--- src/rtl/command_parser_rw.sv ---
// Word-stream command parser: decodes write/read frames, drives a simple
// register bus and returns an ACK word or the read value on the tx link.
module command_parser_rw #(
  parameter int unsigned WORD_WIDTH     = 8,
  parameter int unsigned ADDR_WORDS     = 1,
  parameter int unsigned VALUE_WORDS    = 4,
  parameter int unsigned READ_LATENCY   = 1,
  parameter int unsigned TIMEOUT_CYCLES = 100000,
  parameter int unsigned CMD_WRITE      = 'h01,
  parameter int unsigned CMD_READ       = 'h02,
  parameter int unsigned ACK_WORD       = 'h06
) (
  input  logic                                clk,
  input  logic                                i_reset_n,
  input  logic [WORD_WIDTH-1:0]               i_rx_data,
  input  logic                                i_rx_dv,
  output logic [WORD_WIDTH-1:0]               o_tx_data,
  output logic                                o_tx_dv,
  input  logic                                i_tx_busy,
  output logic [ADDR_WORDS*WORD_WIDTH-1:0]    o_w_addr,
  output logic [VALUE_WORDS*WORD_WIDTH-1:0]   o_w_data,
  output logic                                o_w_en,
  output logic [ADDR_WORDS*WORD_WIDTH-1:0]    o_r_addr,
  output logic                                o_r_en,
  input  logic [VALUE_WORDS*WORD_WIDTH-1:0]   i_r_data,
  output logic                                o_err,
  output logic                                o_busy
);

  localparam int unsigned W         = WORD_WIDTH;
  localparam int unsigned AW        = ADDR_WORDS * WORD_WIDTH;
  localparam int unsigned VW        = VALUE_WORDS * WORD_WIDTH;
  localparam int unsigned MAX_WORDS = (ADDR_WORDS > VALUE_WORDS) ? ADDR_WORDS : VALUE_WORDS;
  localparam int unsigned CNT_W     = $clog2(MAX_WORDS + 1);
  localparam int unsigned TMR_W     = $clog2(TIMEOUT_CYCLES + 1);
  localparam int unsigned LAT_W     = $clog2(READ_LATENCY + 1);

  typedef enum logic [2:0] {
    S_IDLE, S_ADDR, S_VALUE, S_WRITE, S_READ_REQ, S_READ_WAIT, S_TX_LOAD, S_TX_WAIT
  } state_e;

  state_e          state_q, state_d;
  logic            is_read_q, is_read_d;
  logic [CNT_W-1:0] word_cnt_q, word_cnt_d;
  logic [TMR_W-1:0] timer_q, timer_d;
  logic [LAT_W-1:0] lat_q, lat_d;
  logic [AW-1:0]   addr_sh_q, addr_sh_d;
  logic [VW-1:0]   data_sh_q, data_sh_d;
  logic [VW-1:0]   resp_q, resp_d;
  logic [W-1:0]    tx_data_q, tx_data_d;
  logic            tx_dv_q, tx_dv_d;
  logic [AW-1:0]   w_addr_q, w_addr_d;
  logic [VW-1:0]   w_data_q, w_data_d;
  logic            w_en_q, w_en_d;
  logic [AW-1:0]   r_addr_q, r_addr_d;
  logic            r_en_q, r_en_d;
  logic            err_q, err_d;
  logic            busy_q, busy_d;
  logic [AW-1:0]   addr_nxt;
  logic [VW-1:0]   data_nxt;

  // State and output registers
  always_ff @(posedge clk or negedge i_reset_n) begin
    if (!i_reset_n) begin
      state_q    <= S_IDLE;
      is_read_q  <= 1'b0;
      word_cnt_q <= '0;
      timer_q    <= '0;
      lat_q      <= '0;
      addr_sh_q  <= '0;
      data_sh_q  <= '0;
      resp_q     <= '0;
      tx_data_q  <= '0;
      tx_dv_q    <= 1'b0;
      w_addr_q   <= '0;
      w_data_q   <= '0;
      w_en_q     <= 1'b0;
      r_addr_q   <= '0;
      r_en_q     <= 1'b0;
      err_q      <= 1'b0;
      busy_q     <= 1'b0;
    end else begin
      state_q    <= state_d;
      is_read_q  <= is_read_d;
      word_cnt_q <= word_cnt_d;
      timer_q    <= timer_d;
      lat_q      <= lat_d;
      addr_sh_q  <= addr_sh_d;
      data_sh_q  <= data_sh_d;
      resp_q     <= resp_d;
      tx_data_q  <= tx_data_d;
      tx_dv_q    <= tx_dv_d;
      w_addr_q   <= w_addr_d;
      w_data_q   <= w_data_d;
      w_en_q     <= w_en_d;
      r_addr_q   <= r_addr_d;
      r_en_q     <= r_en_d;
      err_q      <= err_d;
      busy_q     <= busy_d;
    end
  end

  // Next-state and output logic
  always_comb begin
    state_d    = state_q;
    is_read_d  = is_read_q;
    word_cnt_d = word_cnt_q;
    timer_d    = timer_q;
    lat_d      = lat_q;
    addr_sh_d  = addr_sh_q;
    data_sh_d  = data_sh_q;
    resp_d     = resp_q;
    tx_data_d  = tx_data_q;
    tx_dv_d    = 1'b0;
    w_addr_d   = w_addr_q;
    w_data_d   = w_data_q;
    w_en_d     = 1'b0;
    r_addr_d   = r_addr_q;
    r_en_d     = 1'b0;
    err_d      = 1'b0;
    addr_nxt   = (addr_sh_q << W) | AW'(i_rx_data);
    data_nxt   = (data_sh_q << W) | VW'(i_rx_data);

    // Words arriving while a command is being executed are dropped
    if (i_rx_dv && !(state_q inside {S_IDLE, S_ADDR, S_VALUE})) begin
      err_d = 1'b1;
    end

    case (state_q)
      S_IDLE: begin
        if (i_rx_dv) begin
          if (i_rx_data == W'(CMD_WRITE) || i_rx_data == W'(CMD_READ)) begin
            state_d    = S_ADDR;
            is_read_d  = (i_rx_data == W'(CMD_READ));
            word_cnt_d = '0;
            timer_d    = '0;
          end else begin
            err_d = 1'b1;
          end
        end
      end

      S_ADDR: begin
        if (i_rx_dv) begin
          addr_sh_d = addr_nxt;
          timer_d   = '0;
          if (word_cnt_q == CNT_W'(ADDR_WORDS - 1)) begin
            word_cnt_d = '0;
            if (is_read_q) begin
              r_addr_d = addr_nxt;
              r_en_d   = 1'b1;
              state_d  = S_READ_REQ;
            end else begin
              state_d = S_VALUE;
            end
          end else begin
            word_cnt_d = word_cnt_q + CNT_W'(1);
          end
        end else if (timer_q == TMR_W'(TIMEOUT_CYCLES - 1)) begin
          state_d = S_IDLE;
          err_d   = 1'b1;
        end else begin
          timer_d = timer_q + TMR_W'(1);
        end
      end

      S_VALUE: begin
        if (i_rx_dv) begin
          data_sh_d = data_nxt;
          timer_d   = '0;
          if (word_cnt_q == CNT_W'(VALUE_WORDS - 1)) begin
            word_cnt_d = '0;
            w_addr_d   = addr_sh_q;
            w_data_d   = data_nxt;
            w_en_d     = 1'b1;
            state_d    = S_WRITE;
          end else begin
            word_cnt_d = word_cnt_q + CNT_W'(1);
          end
        end else if (timer_q == TMR_W'(TIMEOUT_CYCLES - 1)) begin
          state_d = S_IDLE;
          err_d   = 1'b1;
        end else begin
          timer_d = timer_q + TMR_W'(1);
        end
      end

      S_WRITE: begin
        resp_d     = VW'(W'(ACK_WORD)) << (VW - W);
        word_cnt_d = CNT_W'(1);
        state_d    = S_TX_LOAD;
      end

      S_READ_REQ: begin
        lat_d   = '0;
        state_d = S_READ_WAIT;
      end

      S_READ_WAIT: begin
        if (lat_q == LAT_W'(READ_LATENCY - 1)) begin
          resp_d     = i_r_data;
          word_cnt_d = CNT_W'(VALUE_WORDS);
          state_d    = S_TX_LOAD;
        end else begin
          lat_d = lat_q + LAT_W'(1);
        end
      end

      S_TX_LOAD: begin
        if (!i_tx_busy) begin
          tx_data_d  = resp_q[VW-1 -: W];
          tx_dv_d    = 1'b1;
          resp_d     = resp_q << W;
          word_cnt_d = word_cnt_q - CNT_W'(1);
          state_d    = S_TX_WAIT;
        end
      end

      S_TX_WAIT: begin
        // tx_dv_q marks the first cycle, where the transmitter may not yet report busy
        if (!tx_dv_q && !i_tx_busy) begin
          state_d = (word_cnt_q == '0) ? S_IDLE : S_TX_LOAD;
        end
      end

      default: state_d = S_IDLE;
    endcase

    busy_d = (state_d != S_IDLE);
  end

  assign o_tx_data = tx_data_q;
  assign o_tx_dv   = tx_dv_q;
  assign o_w_addr  = w_addr_q;
  assign o_w_data  = w_data_q;
  assign o_w_en    = w_en_q;
  assign o_r_addr  = r_addr_q;
  assign o_r_en    = r_en_q;
  assign o_err     = err_q;
  assign o_busy    = busy_q;

endmodule

--- config.mk ---
export PLATFORM = sky130hd
export DESIGN_NAME = command_parser_rw
export DESIGN_NICKNAME = d
export VERILOG_FILES = /design/src/rtl/command_parser_rw.sv
export SDC_FILE = /design/constraint.sdc
export NUM_CORES = 1
export LEC_CHECK = 0
export ABC_AREA = 0
export CORE_UTILIZATION = 55
export CTS_BUF_LIST = sky130_fd_sc_hd__clkbuf_4
export CTS_CLUSTER_DIAMETER = 30
export CTS_CLUSTER_SIZE = 24
export DETAILED_ROUTE_END_ITERATION = 6
export HOLD_SLACK_MARGIN = 0.06
export MAX_ROUTING_LAYER = met4
export PLACE_DENSITY = 0.82
export SETUP_SLACK_MARGIN = 0.2
export SLEW_MARGIN = 20
export SYNTH_ARGS = -nofsm -noshare
export SYNTH_HDL_FRONTEND = slang
export SYNTH_SLANG_ARGS = --single-unit
export TNS_END_PERCENT = 20
--- constraint.sdc ---
create_clock -name clk -period 4.1 [get_ports clk]
set_clock_uncertainty 0.15 [all_clocks]
set_input_delay 0.41 -clock clk [delete_from_list [all_inputs] [get_ports clk]]
set_output_delay 0.41 -clock clk [all_outputs]
set_load 0.03 [all_outputs]
==> run_results.csv, run 1 <==
group,metric,value,unit
outcome,violations,"DRC",
cells_and_area,fin_cells,784,
route,drc_errors,10,
yosys,avgSynthCellArea,12.4,µm²
timing,setup_viol,0,
global_routing,grt_max_degree,99,
route,vias,4652,
hold_path,hp-start,"i_r_data[3]",
setup_path,worst_ep_arrival_time,3010,ps
hold_path,worstHoldPathType,"primary input to flop",
placement,numPortBuffers,104,
timing,layout_setup_ws,1400,ps
clocking,cts_made_buffers,17,
setup_path,cp_max_fo,20,
route,dr.max_layer_used,"met4",
timing,relSlewSlack,0.341,
hold_path,hold-path-endpoint,"resp_q[3]",
route,postRouteWirelength,14100,µm
pwr,p_per_area,739,nW/µm²
setup_path,critPathLaunchType,"flop",
cells_and_area,seq_area,3730,µm²
global_routing,antenna_found_initial,1,
die,coreArea,11500,µm²
setup_path,slowest_stage,"dfrtp_1",
clocking,clock_path_buffers,2,
global_routing,grt.overflow.total,0,
yosys,synth_cell_type_count,65,
placement,gp_congestion,0.869,
global_routing,grt_pass1_vias,4768,
setup_path,r2r_end,"resp_q[29]",
placement,dp_slack,1190,ps
route,routed_via_density,5.93,
yosys,synth_warnings,0,
yosys,synth_ff_type,"dfrtp_1",
route,avgRoutedWirePerCell,17.9,µm
route,ant_nets,0,
cells_and_area,n_fill_cell,828,
setup_path,reg2reg_from,"state_q[2]",
timing,post-route-period-util,0.658,
clocking,htree_levels,4,
die,dieHeight,111,µm
setup_path,cp.required,4410,ps
setup_path,r2r_slack,1400,ps
setup_path,crit_path_max_incr_delay,820,ps
global_routing,grt_pass1_wl,24100,µm
timing,rsz0062_at_grt,"false",
pwr,p_leak,3.54,nW
die,die_w,111,µm
setup_path,crit_chain,"clkinv_1 -> nor2_2 -> buf_4 -> a22oi_1 -> a21oi_1",
cells_and_area,multi_input_area,2670,µm²
timing,fmax,370,MHz
clocking,postCtsSetupBuffers,0,
placement,dp_cells,750,
clocking,cts_tree,"yes",
timing,hold_violations,0,
flow_run,maxCapViolCount,0,
setup_path,r2r_cells,5,
cells_and_area,mostFrequentLayoutCell,"dfrtp_1",
cells_and_area,drive_gt1_frac,0.219,
die,rows,39,
cells_and_area,fin_nets,677,
route,drt-initial-drc-count,289,
die,ioPinCount,105,
yosys,synth-edff-count,0,
setup_path,end_kind,"flop",
timing,worst_slew_pin_slew,986,ps
clocking,insertion_delay,540,ps
clocking,clkSinkCount,149,
die,die_area,12300,µm²
clocking,post_cts_resized,0,
route,wirelength_met1,6080,µm
timing,drv_slew,0,
hold_path,hold_depth,2,
clocking,clockRootBuffer,"clkbuf_4",
setup_path,path_class,"flop to flop",
clocking,clkTransAtPathRegs,130,ps
die,start_util,0.568,
cells_and_area,final_util,0.699,
placement,dpl-instance-area,7710,µm²
cells_and_area,fin_area,8050,µm²
yosys,synthArstFlopShare,1.00,
placement,dpl.hpwl,9520,µm
outcome,outcome,"finished, violations left",
yosys,synth-seq-cells,149,
yosys,synth_cells,526,
cells_and_area,layout_common_cells,"149 x dfrtp_1, 103 x clkdlybuf4s50_1, 86 x mux2_2",
cells_and_area,syn2layout_area_growth,23.0,%
route,dr_wl_met3,719,µm
yosys,ys_seq_area_frac,0.570,
route,met2_length,7040,µm
yosys,syn_area,6550,µm²
global_routing,globalRouteTotalUtil,0.256,
timing,period_minus_slack,2700,ps
yosys,synth_nets,576,
timing,timing.setup.tns,0,ps
pwr,ir_drop,0.530,mV
route,first_pass_iters,6,
## logic make-up (layout without fill, tap and decap cells)
kind of cell    count (synthesis)  count (layout)  share of synthesized area
flops                         149             149                      0.570
buf+inv                        40             154                     0.0277
mux                            91              91                      0.156
compound gates                122             122                      0.128
fa+ha+maj                       6               6                     0.0115
xor+xnor                        6               6                    0.00803
simple gates                  112             112                     0.0994
other cells                     0               1                          0
## cells in the mapped netlist (all sizes together), types with 4 or more instances
cell type  count  area [µm²]
a21o           5        37.5
a21oi         30         150
a22o          10        87.6
a22oi         24         180
a31oi         17         106
and4           4        35.0
buf           19         101
clkbuf        10        38.8
dfrtp        149        3730
ha             6        75.1
inv           10        37.5
mux2          88         991
nand2         14        52.6
nand2b         6        37.5
nand3          9        45.0
nand4          7        50.1
nor2          38         145
nor3           5        41.3
nor4           4        40.0
o21ai         10        50.1
or3            4        30.0
## per-stage QoR
stage               hold WS [ps]  total power (W)
finish                       312          0.00595
global placement             318          0.00482
floorplan                  -35.6          0.00407
CTS                          275          0.00598
global route                 276          0.00631
detailed placement           333          0.00494
## cell type report
| cell class | instances | share of cell area |
|---|---|---|
| Sequential cell | 149 | 0.463 |
| Multi-Input combinational cell | 337 | 0.332 |
| Timing Repair Buffer | 111 | 0.136 |
| Clock inverter | 14 | 0.0245 |
| Tap cell | 143 | 0.0222 |
| Clock buffer | 18 | 0.0168 |
| Inverter | 11 | 0.00513 |
| Antenna cell | 1 | 0.000311 |
## routing by layer
metal / track usage / vias to the layer above
li1: - / 2158
met1: 0.321 / 2338
met2: 0.404 / 140
met5: - / -
met3: 0.0640 / 16
met4: 0.0991 / 0
## sequential cells by signal (all words and copies together), names as in the netlist
signal	flops
o_r_addr	8
o_tx_data	8
resp_q	32
addr_sh_q	8
data_sh_q	24
o_r_en	1
timer_q	17
o_w_data	32
o_busy	1
word_cnt_q	3
o_tx_dv	1
o_w_en	1
o_w_addr	8
is_read_q	1
state_q	3
o_err	1
## repair_timing
item                       CTS  global route
hold endpoints to repair    96             0
setup endpoints to repair    0             0
hold buffers                 1             0
## where the power goes
part | leakage [nW] | internal (W) | switching (W)
registers | 1.92 | 0.00205 | 0.000427
clock network | 0.175 | 0.000497 | 0.000535
logic | 1.44 | 0.00111 | 0.00133
total | 3.54 | 0.00365 | 0.00229
## worst max-delay path, delay by kind of cell, from the launching register on
family,cells,cell delay [ps]
AND/OR/NAND/NOR,1,570
flip-flops,1,820
buffers and inverters,2,800
AO/OA/AOI/OAI,2,290
## how the worst max path moves through the flow
stage / startpoint / end
floorplan: state_q[1] / o_r_addr[0]
global placement: i_rx_dv / o_w_data[2]
detailed placement: i_rx_dv / o_w_data[16]
CTS: state_q[2] / resp_q[29]
global route: state_q[2] / resp_q[29]
finish: state_q[2] / resp_q[29]
Note: power is estimated with default switching activity, not from simulation.
==> run 2, diff against run 1 <==
--- a/config.mk
+++ b/config.mk
@@ -6,14 +6,14 @@
 export NUM_CORES = 1
 export LEC_CHECK = 0
 export ABC_AREA = 0
-export CORE_UTILIZATION = 55
+export CORE_UTILIZATION = 50
 export CTS_BUF_LIST = sky130_fd_sc_hd__clkbuf_4
 export CTS_CLUSTER_DIAMETER = 30
 export CTS_CLUSTER_SIZE = 24
 export DETAILED_ROUTE_END_ITERATION = 6
 export HOLD_SLACK_MARGIN = 0.06
 export MAX_ROUTING_LAYER = met4
-export PLACE_DENSITY = 0.82
+export PLACE_DENSITY = 0.78
 export SETUP_SLACK_MARGIN = 0.2
 export SLEW_MARGIN = 20
 export SYNTH_ARGS = -nofsm -noshare
==> constraint.sdc (replaced) <==
create_clock -name clk -period 2.35 [get_ports clk]
set_clock_uncertainty 0.15 [all_clocks]
set_input_delay 0.235 -clock clk [delete_from_list [all_inputs] [get_ports clk]]
set_output_delay 0.235 -clock clk [all_outputs]
set_load 0.03 [all_outputs]
==> run_results.csv, run 2 (same netlist as run 1, synthesis figures left out) <==
group,metric,value,unit
outcome,outcome,"completed",
setup_path,worst_ep_arrival_time,2370,ps
cells_and_area,drive_gt1_frac,0.253,
clocking,clockRootBuffer,"clkbuf_4",
cells_and_area,fin_nets,704,
setup_path,cp.required,2620,ps
cells_and_area,layout_common_cells,"147 x dfrtp_1, 103 x clkdlybuf4s50_1, 86 x mux2_2",
route,routed_via_density,5.69,
flow_run,maxCapViolCount,0,
clocking,clock_path_buffers,2,
timing,period_minus_slack,2100,ps
cells_and_area,n_fill_cell,968,
placement,dpl.hpwl,10100,µm
route,drc_errors,0,
placement,numPortBuffers,104,
cells_and_area,syn2layout_area_growth,27.2,%
setup_path,path_class,"flop to flop",
route,avgRoutedWirePerCell,17.2,µm
timing,timing.setup.tns,0,ps
setup_path,reg2reg_from,"timer_q[12]",
global_routing,antenna_found_initial,0,
global_routing,grt_pass1_wl,23100,µm
placement,gp_congestion,0.885,
setup_path,startpoint,"timer_q[12]",
die,rows,41,
clocking,cts_made_buffers,17,
route,drt-initial-drc-count,259,
cells_and_area,diodes,0,
cells_and_area,fin_cells,839,
global_routing,grt_max_degree,62,
hold_path,worstHoldPathType,"primary input to flop",
global_routing,globalRouteTotalUtil,0.234,
die,die_area,13600,µm²
timing,drv_slew,0,
timing,worst_slew_pin_slew,574,ps
route,first_pass_iters,5,
hold_path,hp-start,"i_r_data[3]",
clocking,htree_levels,4,
setup_path,r2r_slack,250,ps
setup_path,critPathLaunchType,"flop",
timing,setup_viol,0,
pwr,ir_drop,0.772,mV
timing,fmax,476,MHz
timing,hold_violations,0,
die,start_util,0.517,
die,dieHeight,116,µm
die,coreArea,12700,µm²
global_routing,grt_pass1_vias,4651,
cells_and_area,mostFrequentLayoutCell,"dfrtp_1",
timing,relSlewSlack,0.614,
global_routing,grt.overflow.total,0,
die,ioPinCount,105,
clocking,insertion_delay,560,ps
timing,rsz0062_at_grt,"true",
clocking,cts_tree,"yes",
route,ant_nets,0,
placement,dp_cells,802,
setup_path,cp_max_fo,8,
route,postRouteWirelength,14400,µm
pwr,p_leak,3.67,nW
route,vias,4776,
timing,post-route-period-util,0.894,
pwr,p_per_area,1240,nW/µm²
setup_path,end_kind,"flop",
die,die_w,116,µm
clocking,clkSinkCount,149,
clocking,clkTransAtPathRegs,120,ps
run 2: final cells by class:
type | count | area (µm²) | share of cell area
Clock buffer | 18 | 135 | 0.0162
Clock inverter | 14 | 131 | 0.0158
Inverter | 11 | 41.3 | 0.00496
Multi-Input combinational cell | 337 | 2710 | 0.325
Sequential cell | 149 | 3730 | 0.448
Tap cell | 172 | 215 | 0.0258
Timing Repair Buffer | 138 | 1370 | 0.164
run 2: path summary, 6_finish.rpt:
check                           cells past startpoint           to
worst max-delay path                                4        o_err
worst min-delay path                                2    resp_q[3]
worst max register to register                      4        o_err
worst min register to register                      1  o_r_addr[7]
max in group asynchronous                           4   state_q[0]
min in group asynchronous                           3    resp_q[4]
run 2: metrics by stage:
step | hold WS, ps | utilization | setup slack (ps) | instance area (µm²) | power (W)
global placement | 95.7 | 0.629 | 135 | 7970 | 0.00858
floorplan | -211 | - | 381 | 6550 | 0.00709
CTS | 90.2 | 0.652 | 87.8 | 8260 | 0.0103
detailed placement | 93.6 | 0.629 | 93.4 | 7970 | 0.00877
finish | 123 | 0.657 | 249 | 8330 | 0.0104
global route | 98.9 | 0.657 | 154 | 8330 | 0.0110
run 2: repair_timing:
action                     in CTS  in global routing
pin swaps                       0                  1
setup endpoints to repair      10                 37
resized for setup               1                  8
hold endpoints to repair      149                  0
hold buffers                    2                  0
buffers inserted                0                  3
run 2: report_power, final:
group	internal, W	total [W]	switching, W	leakage [nW]
combinational	0.00213	0.00453	0.00240	1.61
sequential	0.00358	0.00429	0.000710	1.92
clock	0.000631	0.00154	0.000904	0.143
run 2: layer usage:
layer,global-route usage,vias up,part of all wire
li1,-,2214,-
met1,0.304,2380,0.44
met2,0.353,157,0.48
met4,0.0932,0,0.018
met3,0.0592,25,0.057
met5,-,-,0
run 2: worst max-delay path, stage by stage (launching register included):
cell	delay (ps)
dfrtp_1	480
nor4bb_1	430
and4_2	410
nand2_1	140
o311ai_1	370
